--- src/rtl/hd63701_sci_pkg.sv ---
// HD63701 on-chip serial interface: shared definitions.
// Register map, TRCSR bit positions, SS rates and FSM encodings.
package hd63701_sci_pkg;

    localparam logic [1:0] A_RMCR  = 2'd0;
    localparam logic [1:0] A_TRCSR = 2'd1;
    localparam logic [1:0] A_RDR   = 2'd2;
    localparam logic [1:0] A_TDR   = 2'd3;

    localparam int B_RDRF = 7;
    localparam int B_ORFE = 6;
    localparam int B_TDRE = 5;
    localparam int B_RIE  = 4;
    localparam int B_RE   = 3;
    localparam int B_TIE  = 2;
    localparam int B_TE   = 1;
    localparam int B_WU   = 0;

    localparam int SS_DIV0 = 16;
    localparam int SS_DIV1 = 128;
    localparam int SS_DIV2 = 1024;
    localparam int SS_DIV3 = 4096;

    typedef enum logic [1:0] {
        ST_IDLE  = 2'd0,
        ST_START = 2'd1,
        ST_DATA  = 2'd2,
        ST_STOP  = 2'd3
    } sci_state_e;

    // Eight subticks make one bit period.
    function automatic logic [11:0] ss_subtick(input logic [1:0] ss);
        logic [11:0] v;
        v = 12'(SS_DIV0 / 8);
        unique case (ss)
            2'd0: v = 12'(SS_DIV0 / 8);
            2'd1: v = 12'(SS_DIV1 / 8);
            2'd2: v = 12'(SS_DIV2 / 8);
            2'd3: v = 12'(SS_DIV3 / 8);
        endcase
        return v;
    endfunction

endpackage

--- src/rtl/hd63701_sci_if.sv ---
// CPU register bus between the core and the SCI block.
// DOUT is combinational from the SCI registers.
interface hd63701_sci_if;
    logic       cs;
    logic [1:0] a;
    logic       rw;
    logic [7:0] di;
    logic [7:0] dout;

    modport master (
        output cs,
        output a,
        output rw,
        output di,
        input  dout
    );

    modport slave (
        input  cs,
        input  a,
        input  rw,
        input  di,
        output dout
    );
endinterface

--- src/rtl/hd63701_sci_rx.sv ---
// SCI receiver: RXD synchronizer, receive FSM and shifter.
// Runs its own subtick divider so each frame is phased to its start edge.
module hd63701_sci_rx
    import hd63701_sci_pkg::*;
(
    input  logic        i_clk,
    input  logic        i_rst_n,
    input  logic        i_rxd,
    input  logic        i_re,
    input  logic [11:0] i_lim,
    output logic        o_done,
    output logic        o_ok,
    output logic [7:0]  o_byte
);

    logic        r_s1;
    logic        r_s2;
    logic        r_prev;
    sci_state_e  r_st;
    sci_state_e  w_nxt;
    logic [11:0] r_pre;
    logic [2:0]  r_sub;
    logic [2:0]  r_bit;
    logic [7:0]  r_sh;
    logic        w_fall;
    logic        w_tick;
    logic        w_smp;
    logic        w_end;
    logic        w_go;

    assign w_fall = r_prev & ~r_s2;
    assign w_tick = (r_pre == i_lim - 12'd1);
    assign w_smp  = w_tick & (r_sub == 3'd3);
    assign w_end  = w_tick & (r_sub == 3'd7);

    always_comb begin
        w_nxt = r_st;
        w_go  = 1'b0;
        if (!i_re) begin
            w_nxt = ST_IDLE;
        end else begin
            unique case (r_st)
                ST_IDLE: begin
                    if (w_fall) begin
                        w_nxt = ST_START;
                        w_go  = 1'b1;
                    end
                end
                ST_START: begin
                    if (w_smp && r_s2)
                        w_nxt = ST_IDLE;
                    else if (w_end)
                        w_nxt = ST_DATA;
                end
                ST_DATA: begin
                    if (w_end && (r_bit == 3'd7))
                        w_nxt = ST_STOP;
                end
                ST_STOP: begin
                    if (w_smp)
                        w_nxt = ST_IDLE;
                end
                default: w_nxt = ST_IDLE;
            endcase
        end
    end

    always_ff @(posedge i_clk or negedge i_rst_n) begin
        if (!i_rst_n) begin
            r_s1   <= 1'b1;
            r_s2   <= 1'b1;
            r_prev <= 1'b1;
            r_st   <= ST_IDLE;
        end else begin
            r_s1   <= i_rxd;
            r_s2   <= r_s1;
            r_prev <= r_s2;
            r_st   <= w_nxt;
        end
    end

    always_ff @(posedge i_clk or negedge i_rst_n) begin
        if (!i_rst_n) begin
            r_pre <= '0;
            r_sub <= '0;
            r_bit <= '0;
            r_sh  <= '0;
        end else if (w_go) begin
            r_pre <= '0;
            r_sub <= '0;
            r_bit <= '0;
        end else begin
            r_pre <= w_tick ? 12'd0 : r_pre + 12'd1;
            if (w_tick)
                r_sub <= r_sub + 3'd1;
            if (r_st == ST_DATA) begin
                if (w_smp)
                    r_sh <= {r_s2, r_sh[7:1]};
                if (w_end)
                    r_bit <= r_bit + 3'd1;
            end
        end
    end

    assign o_done = i_re & (r_st == ST_STOP) & w_smp;
    assign o_ok   = r_s2;
    assign o_byte = r_sh;

endmodule

--- src/rtl/hd63701_sci.sv ---
// HD63701 SCI top: register file, baud prescaler and transmitter.
// The receiver lives in hd63701_sci_rx.
module hd63701_sci
    import hd63701_sci_pkg::*;
(
    input  logic          i_clk,
    input  logic          i_rst_n,
    hd63701_sci_if.slave  bus,
    input  logic          i_rxd,
    output logic          o_txd,
    output logic          o_irq
);

    logic [1:0]  r_ss;
    logic        r_rie;
    logic        r_re;
    logic        r_tie;
    logic        r_te;
    logic        r_tdre;
    logic        r_rdrf;
    logic        r_orfe;
    logic [7:0]  r_rdr;
    logic [7:0]  r_tdr;
    logic        r_arm_tx;
    logic        r_arm_rx;
    logic        r_irq;
    logic [11:0] r_pre;

    sci_state_e  r_tx_st;
    sci_state_e  w_tx_nxt;
    logic [2:0]  r_tx_sub;
    logic [2:0]  r_tx_bit;
    logic [7:0]  r_tx_sh;
    logic        r_txd;
    logic        w_txd_nxt;
    logic        w_tx_load;
    logic        w_tx_bend;

    logic        w_rd;
    logic        w_wr;
    logic        w_rd_trcsr;
    logic        w_rd_rdr;
    logic        w_wr_rmcr;
    logic        w_wr_trcsr;
    logic        w_wr_tdr;
    logic        w_rx_clr;
    logic        w_rdrf_eff;
    logic [11:0] w_lim;
    logic        w_tick;
    logic [7:0]  w_trcsr;

    logic        w_rx_done;
    logic        w_rx_ok;
    logic [7:0]  w_rx_byte;

    assign w_rd       = bus.cs & bus.rw;
    assign w_wr       = bus.cs & ~bus.rw;
    assign w_rd_trcsr = w_rd & (bus.a == A_TRCSR);
    assign w_rd_rdr   = w_rd & (bus.a == A_RDR);
    assign w_wr_rmcr  = w_wr & (bus.a == A_RMCR);
    assign w_wr_trcsr = w_wr & (bus.a == A_TRCSR);
    assign w_wr_tdr   = w_wr & (bus.a == A_TDR);
    assign w_rx_clr   = w_rd_rdr & r_arm_rx;
    assign w_rdrf_eff = r_rdrf & ~w_rx_clr;

    always_comb begin
        w_trcsr         = '0;
        w_trcsr[B_RDRF] = r_rdrf;
        w_trcsr[B_ORFE] = r_orfe;
        w_trcsr[B_TDRE] = r_tdre;
        w_trcsr[B_RIE]  = r_rie;
        w_trcsr[B_RE]   = r_re;
        w_trcsr[B_TIE]  = r_tie;
        w_trcsr[B_TE]   = r_te;
        w_trcsr[B_WU]   = 1'b0;
    end

    always_comb begin
        bus.dout = '0;
        if (bus.cs) begin
            unique case (bus.a)
                A_RMCR:  bus.dout = {6'd0, r_ss};
                A_TRCSR: bus.dout = w_trcsr;
                A_RDR:   bus.dout = r_rdr;
                A_TDR:   bus.dout = r_tdr;
            endcase
        end
    end

    assign w_lim  = ss_subtick(r_ss);
    assign w_tick = (r_pre == w_lim - 12'd1);

    always_ff @(posedge i_clk or negedge i_rst_n) begin
        if (!i_rst_n)
            r_pre <= '0;
        else if (w_wr_rmcr || w_tick)
            r_pre <= '0;
        else
            r_pre <= r_pre + 12'd1;
    end

    assign w_tx_bend = w_tick & (r_tx_sub == 3'd7);

    always_comb begin
        w_tx_nxt  = r_tx_st;
        w_tx_load = 1'b0;
        unique case (r_tx_st)
            ST_IDLE: begin
                if (w_tick && r_te && !r_tdre) begin
                    w_tx_nxt  = ST_START;
                    w_tx_load = 1'b1;
                end
            end
            ST_START: begin
                if (w_tx_bend)
                    w_tx_nxt = ST_DATA;
            end
            ST_DATA: begin
                if (w_tx_bend && (r_tx_bit == 3'd7))
                    w_tx_nxt = ST_STOP;
            end
            ST_STOP: begin
                if (w_tx_bend) begin
                    if (r_te && !r_tdre) begin
                        w_tx_nxt  = ST_START;
                        w_tx_load = 1'b1;
                    end else begin
                        w_tx_nxt = ST_IDLE;
                    end
                end
            end
            default: w_tx_nxt = ST_IDLE;
        endcase
    end

    // TXD is registered off the next state so it never glitches.
    always_comb begin
        w_txd_nxt = 1'b1;
        if (w_tx_nxt == ST_START)
            w_txd_nxt = 1'b0;
        else if (w_tx_nxt == ST_DATA)
            w_txd_nxt = (r_tx_st == ST_DATA && w_tx_bend) ?
                        r_tx_sh[1] : r_tx_sh[0];
    end

    always_ff @(posedge i_clk or negedge i_rst_n) begin
        if (!i_rst_n) begin
            r_tx_st  <= ST_IDLE;
            r_tx_sub <= '0;
            r_tx_bit <= '0;
            r_tx_sh  <= '0;
            r_txd    <= 1'b1;
        end else begin
            r_tx_st <= w_tx_nxt;
            r_txd   <= w_txd_nxt;
            if (w_tx_load) begin
                r_tx_sh  <= r_tdr;
                r_tx_sub <= '0;
                r_tx_bit <= '0;
            end else if (w_tick && r_tx_st != ST_IDLE) begin
                r_tx_sub <= r_tx_sub + 3'd1;
                if (r_tx_st == ST_DATA && r_tx_sub == 3'd7) begin
                    r_tx_sh  <= r_tx_sh >> 1;
                    r_tx_bit <= r_tx_bit + 3'd1;
                end
            end
        end
    end

    always_ff @(posedge i_clk or negedge i_rst_n) begin
        if (!i_rst_n) begin
            r_ss     <= '0;
            r_rie    <= 1'b0;
            r_re     <= 1'b0;
            r_tie    <= 1'b0;
            r_te     <= 1'b0;
            r_tdr    <= '0;
            r_tdre   <= 1'b1;
            r_arm_tx <= 1'b0;
            r_arm_rx <= 1'b0;
        end else begin
            if (bus.cs) begin
                r_arm_tx <= w_rd_trcsr & r_tdre;
                r_arm_rx <= w_rd_trcsr & (r_rdrf | r_orfe);
            end
            if (w_wr_rmcr)
                r_ss <= bus.di[1:0];
            if (w_wr_trcsr)
                {r_rie, r_re, r_tie, r_te} <= bus.di[4:1];
            if (w_wr_tdr)
                r_tdr <= bus.di;
            if (w_tx_load)
                r_tdre <= 1'b1;
            else if (w_wr_tdr && r_arm_tx)
                r_tdre <= 1'b0;
        end
    end

    // A byte arriving while the CPU clears RDRF is kept, not an overrun.
    always_ff @(posedge i_clk or negedge i_rst_n) begin
        if (!i_rst_n) begin
            r_rdrf <= 1'b0;
            r_orfe <= 1'b0;
            r_rdr  <= '0;
        end else begin
            if (w_rx_clr) begin
                r_rdrf <= 1'b0;
                r_orfe <= 1'b0;
            end
            if (w_rx_done) begin
                if (w_rx_ok && !w_rdrf_eff) begin
                    r_rdr  <= w_rx_byte;
                    r_rdrf <= 1'b1;
                end else begin
                    r_orfe <= 1'b1;
                end
            end
        end
    end

    always_ff @(posedge i_clk or negedge i_rst_n) begin
        if (!i_rst_n)
            r_irq <= 1'b0;
        else
            r_irq <= (r_rie & (r_rdrf | r_orfe)) | (r_tie & r_tdre);
    end

    hd63701_sci_rx u_rx (
        .i_clk   (i_clk),
        .i_rst_n (i_rst_n),
        .i_rxd   (i_rxd),
        .i_re    (r_re),
        .i_lim   (w_lim),
        .o_done  (w_rx_done),
        .o_ok    (w_rx_ok),
        .o_byte  (w_rx_byte)
    );

    assign o_txd = r_txd;
    assign o_irq = r_irq;

endmodule

--- src/flat_wrapper.sv ---
// flat-port wrapper written by rule: the top's interface ports become plain ports
module hd63701_sci_flat import hd63701_sci_pkg::*;
  (i_clk, i_rst_n, i_rxd, o_txd, o_irq, bus_cs, bus_a, bus_rw, bus_di, bus_dout);
  hd63701_sci_if bus_i ();
  input  logic i_clk;
  input  logic i_rst_n;
  input  logic i_rxd;
  output logic o_txd;
  output logic o_irq;
  input wire logic [$bits(bus_i.cs)-1:0] bus_cs;
  input wire logic [$bits(bus_i.a)-1:0] bus_a;
  input wire logic [$bits(bus_i.rw)-1:0] bus_rw;
  input wire logic [$bits(bus_i.di)-1:0] bus_di;
  output wire logic [$bits(bus_i.dout)-1:0] bus_dout;
  assign bus_i.cs = bus_cs;
  assign bus_i.a = bus_a;
  assign bus_i.rw = bus_rw;
  assign bus_i.di = bus_di;
  assign bus_dout = bus_i.dout;
  hd63701_sci u_core (.i_clk(i_clk), .i_rst_n(i_rst_n), .bus(bus_i), .i_rxd(i_rxd), .o_txd(o_txd), .o_irq(o_irq));
endmodule
--- config.mk ---
export PLATFORM = sky130hd
export DESIGN_NAME = hd63701_sci_flat
export DESIGN_NICKNAME = d
export VERILOG_FILES = /design/src/rtl/hd63701_sci_pkg.sv /design/src/rtl/hd63701_sci_if.sv /design/src/rtl/hd63701_sci_rx.sv /design/src/rtl/hd63701_sci.sv /design/src/flat_wrapper.sv
export SDC_FILE = /design/constraint.sdc
export NUM_CORES = 1
export LEC_CHECK = 0
export ABC_AREA = 1
export BUFFER_PORTS_ARGS = -buffer_cell sky130_fd_sc_hd__buf_2
export CAP_MARGIN = 30
export CORE_MARGIN = 1
export CORE_UTILIZATION = 25
export DETAILED_ROUTE_END_ITERATION = 12
export GPL_TIMING_DRIVEN = 1
export PLACE_DENSITY_LB_ADDON = 0.15
export SETUP_SLACK_MARGIN = 0.3
export SYNTH_ARGS = -nofsm -noshare
export SYNTH_HDL_FRONTEND = slang
export SYNTH_HIERARCHICAL = 1
export SYNTH_SLANG_ARGS = --single-unit
--- constraint.sdc ---
create_clock -name i_clk -period 2.6 [get_ports i_clk]
set_input_delay 0.13 -clock i_clk [delete_from_list [all_inputs] [get_ports i_clk]]
set_output_delay 0.13 -clock i_clk [all_outputs]
set_load 0.01 [all_outputs]
==> results of run 1 <==
## registers in the layout, summed over array words and instances, names as in the netlist, 2 cells and up
name / flops
u_core/r_pre: 12
u_core/u_rx/r_pre: 12
u_core/r_rdr: 8
u_core/r_tdr: 8
u_core/r_tx_sh: 8
u_core/u_rx/o_byte: 8
u_core/r_tx_bit: 3
u_core/r_tx_sub: 3
u_core/u_rx/r_bit: 3
u_core/u_rx/r_sub: 3
u_core/r_ss: 2
u_core/r_tx_st: 2
u_core/u_rx/r_st: 2
## tightest hold or removal path: stages
cell,delay [ns]
buf_2,0.08
nor2_1,0.03
a21oi_1,0.10
## report_power, final
part	switching (mW)	internal, mW
clock network	0.594	0.765
logic	0.945	0.563
registers	0.216	1.62
total	1.76	2.94
## cell type report
type	count	area, um2
fill	2187	13800
tap	270	338
clock inverter	7	85.1
clock buffer	9	225
multi-input combinational	485	2830
sequential	88	2210
inverter	92	345
timing repair buffer	56	439
## Yosys cell counts, types with 3 or more instances
master    instances  share of area, %
dfrtp_1          83                40
nand2_1         166                12
nor2_1           74               5.4
xor2_1           12               2.0
mux2_2            8               1.7
dfstp_2           5               2.5
o211ai_1         13               1.9
nand2_2           4              0.48
ha_1             16               3.9
a21oi_2           4              0.68
nor3_1           10              0.97
o21ai_2           5              0.84
o21ai_0          27               2.6
inv_2             3              0.22
nor3b_1           5              0.72
o21ai_1           5              0.48
inv_1            87               6.3
nand3_1          35               3.4
buf_6             3              0.65
nor2_2            6              0.72
buf_2             3              0.29
nand2_4           5               1.1
nand3_2           4              0.77
nor2_4           12               2.6
nand4_1           8              0.97
a21oi_1          19               1.8
nor4_1            3              0.36
## final timing paths
check,start,end,slack [ns],cells past startpoint
max in group asynchronous,i_rst_n,u_core/u_rx/r_prev,1.50,3
min in group asynchronous,i_rst_n,u_core/r_pre[6],0.36,2
setup / recovery,u_core/r_ss[0],u_core/r_rdr[6],0.02,14
hold / removal,bus_di[6],u_core/r_tdr[6],0.04,3
hold reg to reg,u_core/u_rx/r_s1,u_core/u_rx/o_ok,0.36,0
setup reg to reg,u_core/r_ss[0],u_core/r_rdr[6],0.02,14
## per-stage QoR
stage               setup slack, ns  hold WS, ns  total power [mW]  instances
floorplan                    0.0732       -0.166              2.89        673
global placement             0.0697        0.208              3.24        973
detailed placement          -0.0361        0.216              3.28        973
CTS                          0.0415       0.0241              4.71        999
global route                 -0.171       0.0345              5.09       1007
finish                       0.0173       0.0384              4.70       1007
## metal layers
layer	track usage, %	vias up	routed length [um]
met2	19.4	46	5500
li1	-	2229	-
met4	4.01	0	187
met5	0	-	0
met3	2.60	13	284
met1	16.4	2025	6180
## logic make-up (layout without fill, tap and decap cells)
kind of cell | Yosys count | after routing
XOR/XNOR | 14 | 14
other | 1 | 24
flip-flops | 88 | 88
adder cells (fa/ha/maj) | 16 | 16
multiplexers | 8 | 8
buffers and inverters | 101 | 164
AO/OA/AOI/OAI | 80 | 80
AND/OR/NAND/NOR | 342 | 343
## what timing repair did
item | in CTS | in global routing
gates cloned | 1 | 1
hold buffers | 2 | 0
setup endpoints to repair | 30 | 38
gates resized for setup | 18 | 34
pin swaps | 3 | 18
endpoints found under the hold margin | 43 | 0
buffers inserted | 7 | 7
==> key figures, run 1 <==
Status
  – Status: finished, final reports clean

Logic synthesis
  – Register bit total from synthesis: 88
  – Asr flop ratio synth: 100%
  – Synth Area in XOR/XNOR: 2.37%
  – Synth Area in Adders: 3.86%
  – Post-Synthesis Cell Area: roughly 5200 um2
  – Most used flip-flop cell after synthesis: dfrtp_1
  – Avg Cell Area, Syn: 7.97 um2
  – Cell variety after synth: 45
  – EDFF count, synth: 0
  – Sequential fraction of the synthesis area: 42.6%
  – Post-synthesis compound-gate area fraction: 9.56%
  – Syn. warnings: 6
  – Post-Syn Instances: between 600 and 700
  – Simple-gate area share of the yosys netlist: 31.9%
  – Mux cell area share after synthesis: 1.74%
  – Largest family of logic cells by synthesized area: simple AND/OR/NAND/NOR gates

Die
  – Core region area: 20300 um2
  – Die ar.: approximately 21000 um2
  – Die Ht: 146 um
  – FP Rows: 52
  – Die W: 146 um
  – Num ports: 25
  – Initial core utilization: 25.5%

Clock tree
  – Clock tree sinks: 88
  – CTS root buffer: clkbuf_16
  – Longest Clk Path Bufs: 2
  – Clk pin slew, worst setup/hold paths: 0.07 ns
  – Inserted Clock Buffers: 9
  – Clk Latency, worst-skew pair: about 0.35 ns
  – TritonCTS clock tree: yes
  – H-tree depth: 3

STA
  – Setup Skew: 0.00832 ns
  – Tightest Pin Transition: 0.986 ns
  – TNS Setup: 0 ns
  – Period utilization: 99.3%
  – Final hold violation count: 0
  – Slew Viols, Final: 0
  – Minimum clock period: 2.58 ns
  – Setup violators final: 0
  – Unrepaired setup endpoints after global routing: true
  – Relative slew slack: about a third
  – Max Freq: 0.387 GHz

Final layout
  – Most common cell after layout, fill and taps aside: nand2_1
  – # nets final: 763
  – Final Cell Area: roughly 6500 um2
  – Share of cells above drive strength 1: a little under a quarter
  – Synth-to-Final Area Change: 24.8%
  – N_diodes: 0
  – Most frequent cells in the layout: nand2_1, inv_1, dfrtp_1, nor2_1, nand3_1
  – Final Util: 31.9%

Power and ir drop
  – Maximum vdd drop: 310 uV
  – PD cells: 726 nW/um2
  – Static Leak: 3.23 nW

Critical path
  – Cell family with most CP delay: simple AND/OR/NAND/NOR gates
  – Setup crit start kind: flop
  – Slowest-stage cell, CP: dfrtp_1
  – Critical path endpoint category: flop
  – Crit path kind: reg2reg
  – Worst EP arrival: around 2.8 ns
  – Critical Path RT: 2.83 ns
  – CP max FO: 6
  – Critical Path Max Stage Delay: 0.42 ns
  – Worst path cell trace: buf_4 > nand2_4 > inv_1 > or2_2 > nor2_2 > nand2_1 > nand2_1 > nand3_2 > nor2_4 > nand4_1 > nor4_4 > nand3_2 > buf_4 > mux2_2
  – Worst path bufs/invs: 3

GRT
  – Pin count of the biggest net entering global routing: 46
  – Vias in the first global route: roughly 4300
  – Grt ovf: 0
  – Total track usage: 12.2%
  – Initial antenna violation count: 0
  – First-pass GRT wire length: 20800 um

Route
  – DRT iter0 DRCs: approximately 190
  – Via count: approximately 4300
  – Via-to-Cell Ratio: 4.28
  – WL final: 12200 um
  – Final ANT Viol Nets: 0
  – WL/cell: 12.1 um
  – # DRC: 0
  – Pre-antenna DRT Iters: 5

Place
  – Dpl hpwl: 9040 um
  – Buffers on Ports: 24
  – Placer Congestion: 0.789
  – Placed cell area: 5810 um2

Job
  – Max Cap Viol: 0

Hold path
  – Type of the worst min-delay path: in2reg
Power figures use the tool's default switching activity.
==> run 2, diff against run 1 <==
CAP_MARGIN = 10   (was 30)
RECOVER_POWER = 100   (was not set)
clock period = 2.61 ns   (was 2.6 ns; I/O delays follow)
==> run 2 against run 1 <==
Setup slack better by 0.012 ns; critical endpoint unchanged; flip-flop and latch count is the same; die area unchanged; via count shrank 0.19%; wire length is essentially flat.
==> key figures, run 2 (same netlist as run 1, synthesis figures left out) <==
Critical path
  – CP endpoint: u_core/r_rdr[6]
  – Critical Path RT: 2.84 ns
  – Crit path kind: reg2reg
  – Worst Setup SP: u_core/r_ss[0]
  – Reg-to-reg setup timing slack: 0.03 ns
  – Slowest-stage cell, CP: dfrtp_1
  – Capturing point of the worst reg2reg path: u_core/r_rdr[6]
  – Register-to-Register Path Depth: 14
  – Worst path cell trace: buf_4 > nand2_4 > inv_1 > or2_2 > nor2_2 > nand2_1 > nand2_1 > nand3_2 > nor2_4 > nand4_1 > nor4_4 > nand3_2 > buf_4 > mux2_2
  – CP max FO: 6
  – Critical Path Max Stage Delay: 0.42 ns
  – Setup crit start kind: flop
  – Worst EP arrival: ~2.8 ns
  – Critical path endpoint category: flop
  – FF-to-FF Start: u_core/r_ss[0]

Power and ir drop
  – PD cells: 724 nW/um2
  – Maximum vdd drop: approximately 310 uV
  – Static Leak: approximately 3.2 nW
  – Tot Pwr: 4.68 mW

Final layout
  – # nets final: 763
  – Biggest registers after layout: u_core/r_pre (12), u_core/u_rx/r_pre (12)
  – Most common cell after layout, fill and taps aside: nand2_1
  – Synth-to-Final Area Change: 24.7%
  – Share of cells above drive strength 1: a little under a quarter
  – Most frequent cells in the layout: nand2_1, inv_1, dfrtp_1, nor2_1, nand3_1
  – N_diodes: 0
  – Final Util: a little under a third

STA
  – Minimum clock period: between 2 and 3 ns
  – Relative slew slack: roughly 16%
  – Max Freq: 0.388 GHz
  – Setup Skew: 0.00794 ns
  – Final hold violation count: 0
  – Tightest Pin Transition: 1.26 ns
  – Slew Viols, Final: 0
  – Final setup margin: 0.0294 ns
  – Unrepaired setup endpoints after global routing: true
  – Setup violators final: 0
  – Period utilization: between 90% and 100%

Clock tree
  – Longest Clk Path Bufs: 2
  – CTS root buffer: clkbuf_16
  – Clk Latency, worst-skew pair: 0.35 ns
  – Inserted Clock Buffers: 9
  – H-tree depth: 3
  – Clk pin slew, worst setup/hold paths: around 0.07 ns
  – Clock tree sinks: 88
  – TritonCTS clock tree: yes

Route
  – Via count: 4305
  – Final ANT Viol Nets: 0
  – WL final: 12200 um
  – Pre-antenna DRT Iters: 4
  – # DRC: 0
  – WL/cell: about 12 um
  – DRT iter0 DRCs: 195
  – Via-to-Cell Ratio: 4.28

Place
  – Placer Congestion: 0.789
  – Dpl ws: -0.0261 ns
  – Buffers on Ports: 24
  – Dpl hpwl: around 9000 um

GRT
  – First-pass GRT wire length: ~21000 um
  – Initial antenna violation count: 0
  – Grt ovf: 0
  – Pin count of the biggest net entering global routing: between 40 and 50
  – Total track usage: 12.2%
  – Vias in the first global route: 4257

Status
  – Status: finished, final reports clean

Die
  – FP Rows: 52
  – Die ar.: 21300 um2
  – Num ports: 25
  – Die W: ~150 um
  – Initial core utilization: 25.5%
  – Die Ht: 146 um
  – Core region area: just over 20000 um2

Hold path
  – Hold_sp: bus_di[6]
  – Type of the worst min-delay path: in2reg

Job
  – Max Cap Viol: 0
## run 2: cell count changes in the layout (fill, tap and decap cells not counted)
| cell | change |
|---|---|
| buf_4 | -1 |
| dfstp_1 | +1 |
| clkbuf_2 | +1 |
| dfstp_2 | -1 |
## run 2: worst min path at each step
stage                            to  slack, ns  cells after the start
floorplan              u_core/o_irq      -0.17                      0
global placement    u_core/r_pre[0]       0.21                      1
detailed placement  u_core/r_pre[9]       0.22                      1
CTS                 u_core/r_tdr[7]       0.02                      3
global route        u_core/r_tdr[5]       0.04                      3
finish              u_core/r_tdr[6]       0.04                      3
## run 2: what timing repair did
item	CTS	global route
gates cloned	1	1
hold buffers	2	0
buffers inserted	6	8
gates resized for setup	18	34
pin swaps	3	18
endpoints found under the setup margin	26	38
endpoints found under the hold margin	43	0
## run 2: critical path: cells and delay by family, from the launching register on
kind          cells  cell delay [ns]
simple gates     10             1.35
flops             1             0.42
buf+inv           3             0.40
mux               1             0.27
## run 2: area by class of cell
class / instances / area, um2
Fill cell: 2184 / 13800
Multi-Input combinational cell: 485 / 2830
Sequential cell: 88 / 2210
Timing Repair Buffer: 56 / 437
Inverter: 92 / 345
Tap cell: 270 / 338
Clock buffer: 9 / 225
Clock inverter: 7 / 85.1
## run 2: layer usage
metal,wire (um),global-route usage (%)
met4,188,3.91
met3,284,2.60
met1,6140,16.3
met5,0,0
met2,5550,19.4
## run 2: metrics by stage
step           TNS, ns  area, um2  cells  hold slack [ns]
3_3_place_gp         0       5810    973            0.209
5_1_grt          -1.11       6470   1007           0.0350
3_5_place_dp   -0.0767       5810    973            0.217
6_report             0       6470   1007           0.0389
2_1_floorplan        0       5290    673           -0.165
4_1_cts              0       6250    998           0.0246
## run 2: power by group
group          switching [mW]  leakage, nW  internal, mW
clock network           0.594        0.146         0.762
registers               0.215         1.13          1.61
logic                   0.940         1.95         0.561
==> run 3, diff against run 2 <==
clock period = 3.1 ns   (was 2.61 ns; I/O delays follow)
==> run 3 against run 2 <==
The flow now finishes with violations (max-capacitance violations, max-slew violations); design area fell by 7.4%; utilization fell by 2.4 points; register-to-register slack better by 0.27 ns; via count down 4.1%; non-clock buffer count down 22; critical path type unchanged; largest power group unchanged.
==> key figures, run 3 (same netlist as run 1, synthesis figures left out) <==
STA
  – Final hold violation count: 0
  – Minimum clock period: 2.80 ns
  – Period utilization: 90.4%
  – Unrepaired setup endpoints after global routing: true
  – Setup violators final: 0
  – Max Freq: 0.357 GHz
  – Relative slew slack: -22.4%
  – Setup Skew: 0.00543 ns
  – TNS Setup: 0 ns
  – Slew Viols, Final: 71
  – Tightest Pin Transition: 1.84 ns

Route
  – Via count: 4130
  – # DRC: 0
  – WL final: 11500 um
  – WL/cell: 11.7 um
  – Pre-antenna DRT Iters: 4
  – Via-to-Cell Ratio: around 4.2
  – DRT iter0 DRCs: 180
  – Final ANT Viol Nets: 0

Power and ir drop
  – PD cells: about 620 nW/um2
  – Static Leak: 2.99 nW
  – Maximum vdd drop: 249 uV
  – Tot Pwr: roughly 3.7 mW

Final layout
  – Biggest registers after layout: u_core/r_pre (12), u_core/u_rx/r_pre (12)
  – # nets final: 740
  – Most frequent cells in the layout: nand2_1, inv_1, dfrtp_1, nor2_1, nand3_1
  – FILL cells: about 2200
  – Synth-to-Final Area Change: 15.5%
  – Most common cell after layout, fill and taps aside: nand2_1
  – Register area: between 2000 and 2500 um2
  – Finished Layout Cells: 984
  – Footprint of the multi-input gates: 2630 um2
  – Share of cells above drive strength 1: 13.9%
  – N_diodes: 0

Clock tree
  – Clock tree sinks: 88
  – Clk pin slew, worst setup/hold paths: roughly 0.060 ns
  – Longest Clk Path Bufs: 2
  – H-tree depth: 3
  – TritonCTS clock tree: yes
  – CTS root buffer: clkbuf_16
  – Inserted Clock Buffers: 9
  – Clk Latency, worst-skew pair: 0.35 ns

Hold path
  – Hold_sp: bus_di[7]
  – Type of the worst min-delay path: in2reg
  – Worst hold path stage count: 3
  – Worst Hold Path EP: u_core/r_tdr[7]

Place
  – Dpl hpwl: 8720 um
  – Placer Congestion: around 0.85
  – Buffers on Ports: 24
  – Placed Cells: 962

GRT
  – Pin count of the biggest net entering global routing: 71
  – First-pass GRT wire length: 20200 um
  – Grt ovf: 0
  – Total track usage: 11.7%
  – Vias in the first global route: 4148
  – Initial antenna violation count: 0

Job
  – Max Cap Viol: 1

Critical path
  – Setup crit start kind: flop
  – Critical Path RT: 3.33 ns
  – Reg-to-reg setup timing slack: approximately 0.3 ns
  – Worst EP arrival: roughly 3 ns
  – Critical Path Max Stage Delay: 0.44 ns
  – FF-to-FF Start: u_core/r_ss[1]
  – Capturing point of the worst reg2reg path: u_core/r_rdr[4]
  – CP max FO: 8
  – Top cell by count, worst path: nand2_1
  – Worst path cell trace: clkbuf_1 > nand2_4 > inv_2 > or2_2 > nor2_2 > nand2_1 > nand2_1 > nand3_2 > nor2_4 > nand4_1 > nor4_1 > buf_4 > nand3_4 > mux2_2
  – Crit path kind: reg2reg
  – Slowest-stage cell, CP: dfrtp_1
  – Register-to-Register Path Depth: 14
  – Critical path endpoint category: flop

Die
  – Die ar.: 21300 um2
  – Num ports: 25
  – Initial core utilization: 25.5%
  – Die W: 146 um
  – Die Ht: 146 um
  – Core region area: between 20000 and 25000 um2
  – FP Rows: 52

Status
  – Failing checks: max-capacitance violations, max-slew violations
  – Status: complete, but fails checks
run 3: power breakdown:
group          total [mW]  internal, mW  switching (mW)
sequential           1.53          1.35           0.176
combinational        1.11         0.400           0.711
clock                1.07         0.593           0.476
run 3: how the worst max path moves through the flow:
| stage | startpoint | cells after the start | endpoint | slack, ns |
|---|---|---|---|---|
| floorplan | u_core/r_ss[1] | 16 | u_core/r_rdr[0] | 0.44 |
| global placement | u_core/r_ss[0] | 16 | u_core/r_rdr[6] | 0.32 |
| detailed placement | u_core/r_ss[0] | 15 | u_core/r_rdr[4] | 0.22 |
| CTS | u_core/r_ss[0] | 16 | u_core/r_rdr[4] | 0.31 |
| global route | u_core/r_ss[1] | 14 | u_core/r_rdr[4] | 0.15 |
| finish | u_core/r_ss[1] | 14 | u_core/r_rdr[4] | 0.30 |
run 3: through the flow:
step	hold slack (ns)	instance area [um2]	utilization [%]	setup slack, ns
final	0.0540	5990	29.5	0.299
after global routing	0.0620	5990	29.5	0.153
after CTS	0.0348	6020	29.6	0.306
after detailed placement	0.265	5700	28.1	0.217
after global placement	0.264	5700	28.1	0.320
after floorplan	-0.141	5270	-	0.439
run 3: layer usage:
layer  track usage [%]  part of all wire (%)  up-vias
li1                  -                     -     2173
met1              15.8                    51     1909
met2              18.7                    45       34
met3              2.66                   2.5       14
met4              3.65                   1.4        0
met5                 0                     0        -
run 3: worst max-delay path, delay by kind of cell, from the launching register on:
family	cells	cell delay, ns
buffers and inverters	3	0.48
flip-flops	1	0.44
multiplexers	1	0.31
AND/OR/NAND/NOR	10	1.45
run 3: final cells by class:
| cell class | instances | share of cell area [%] |
|---|---|---|
| clock inverters | 5 | 0.648 |
| flip-flops and latches | 88 | 36.9 |
| inverters | 92 | 5.77 |
| repair buffers | 34 | 2.99 |
| clock buffers | 11 | 4.22 |
| multi-input cells | 484 | 43.8 |
| well taps | 270 | 5.64 |
run 3: repair_timing:
item                                   4_1_cts  5_1_grt
endpoints found under the hold margin       18        0
resized for setup                            2        9
hold buffers                                 2        0
setup endpoints to repair                    8        8
setup buffers                                0        4
pin swaps                                    0        5
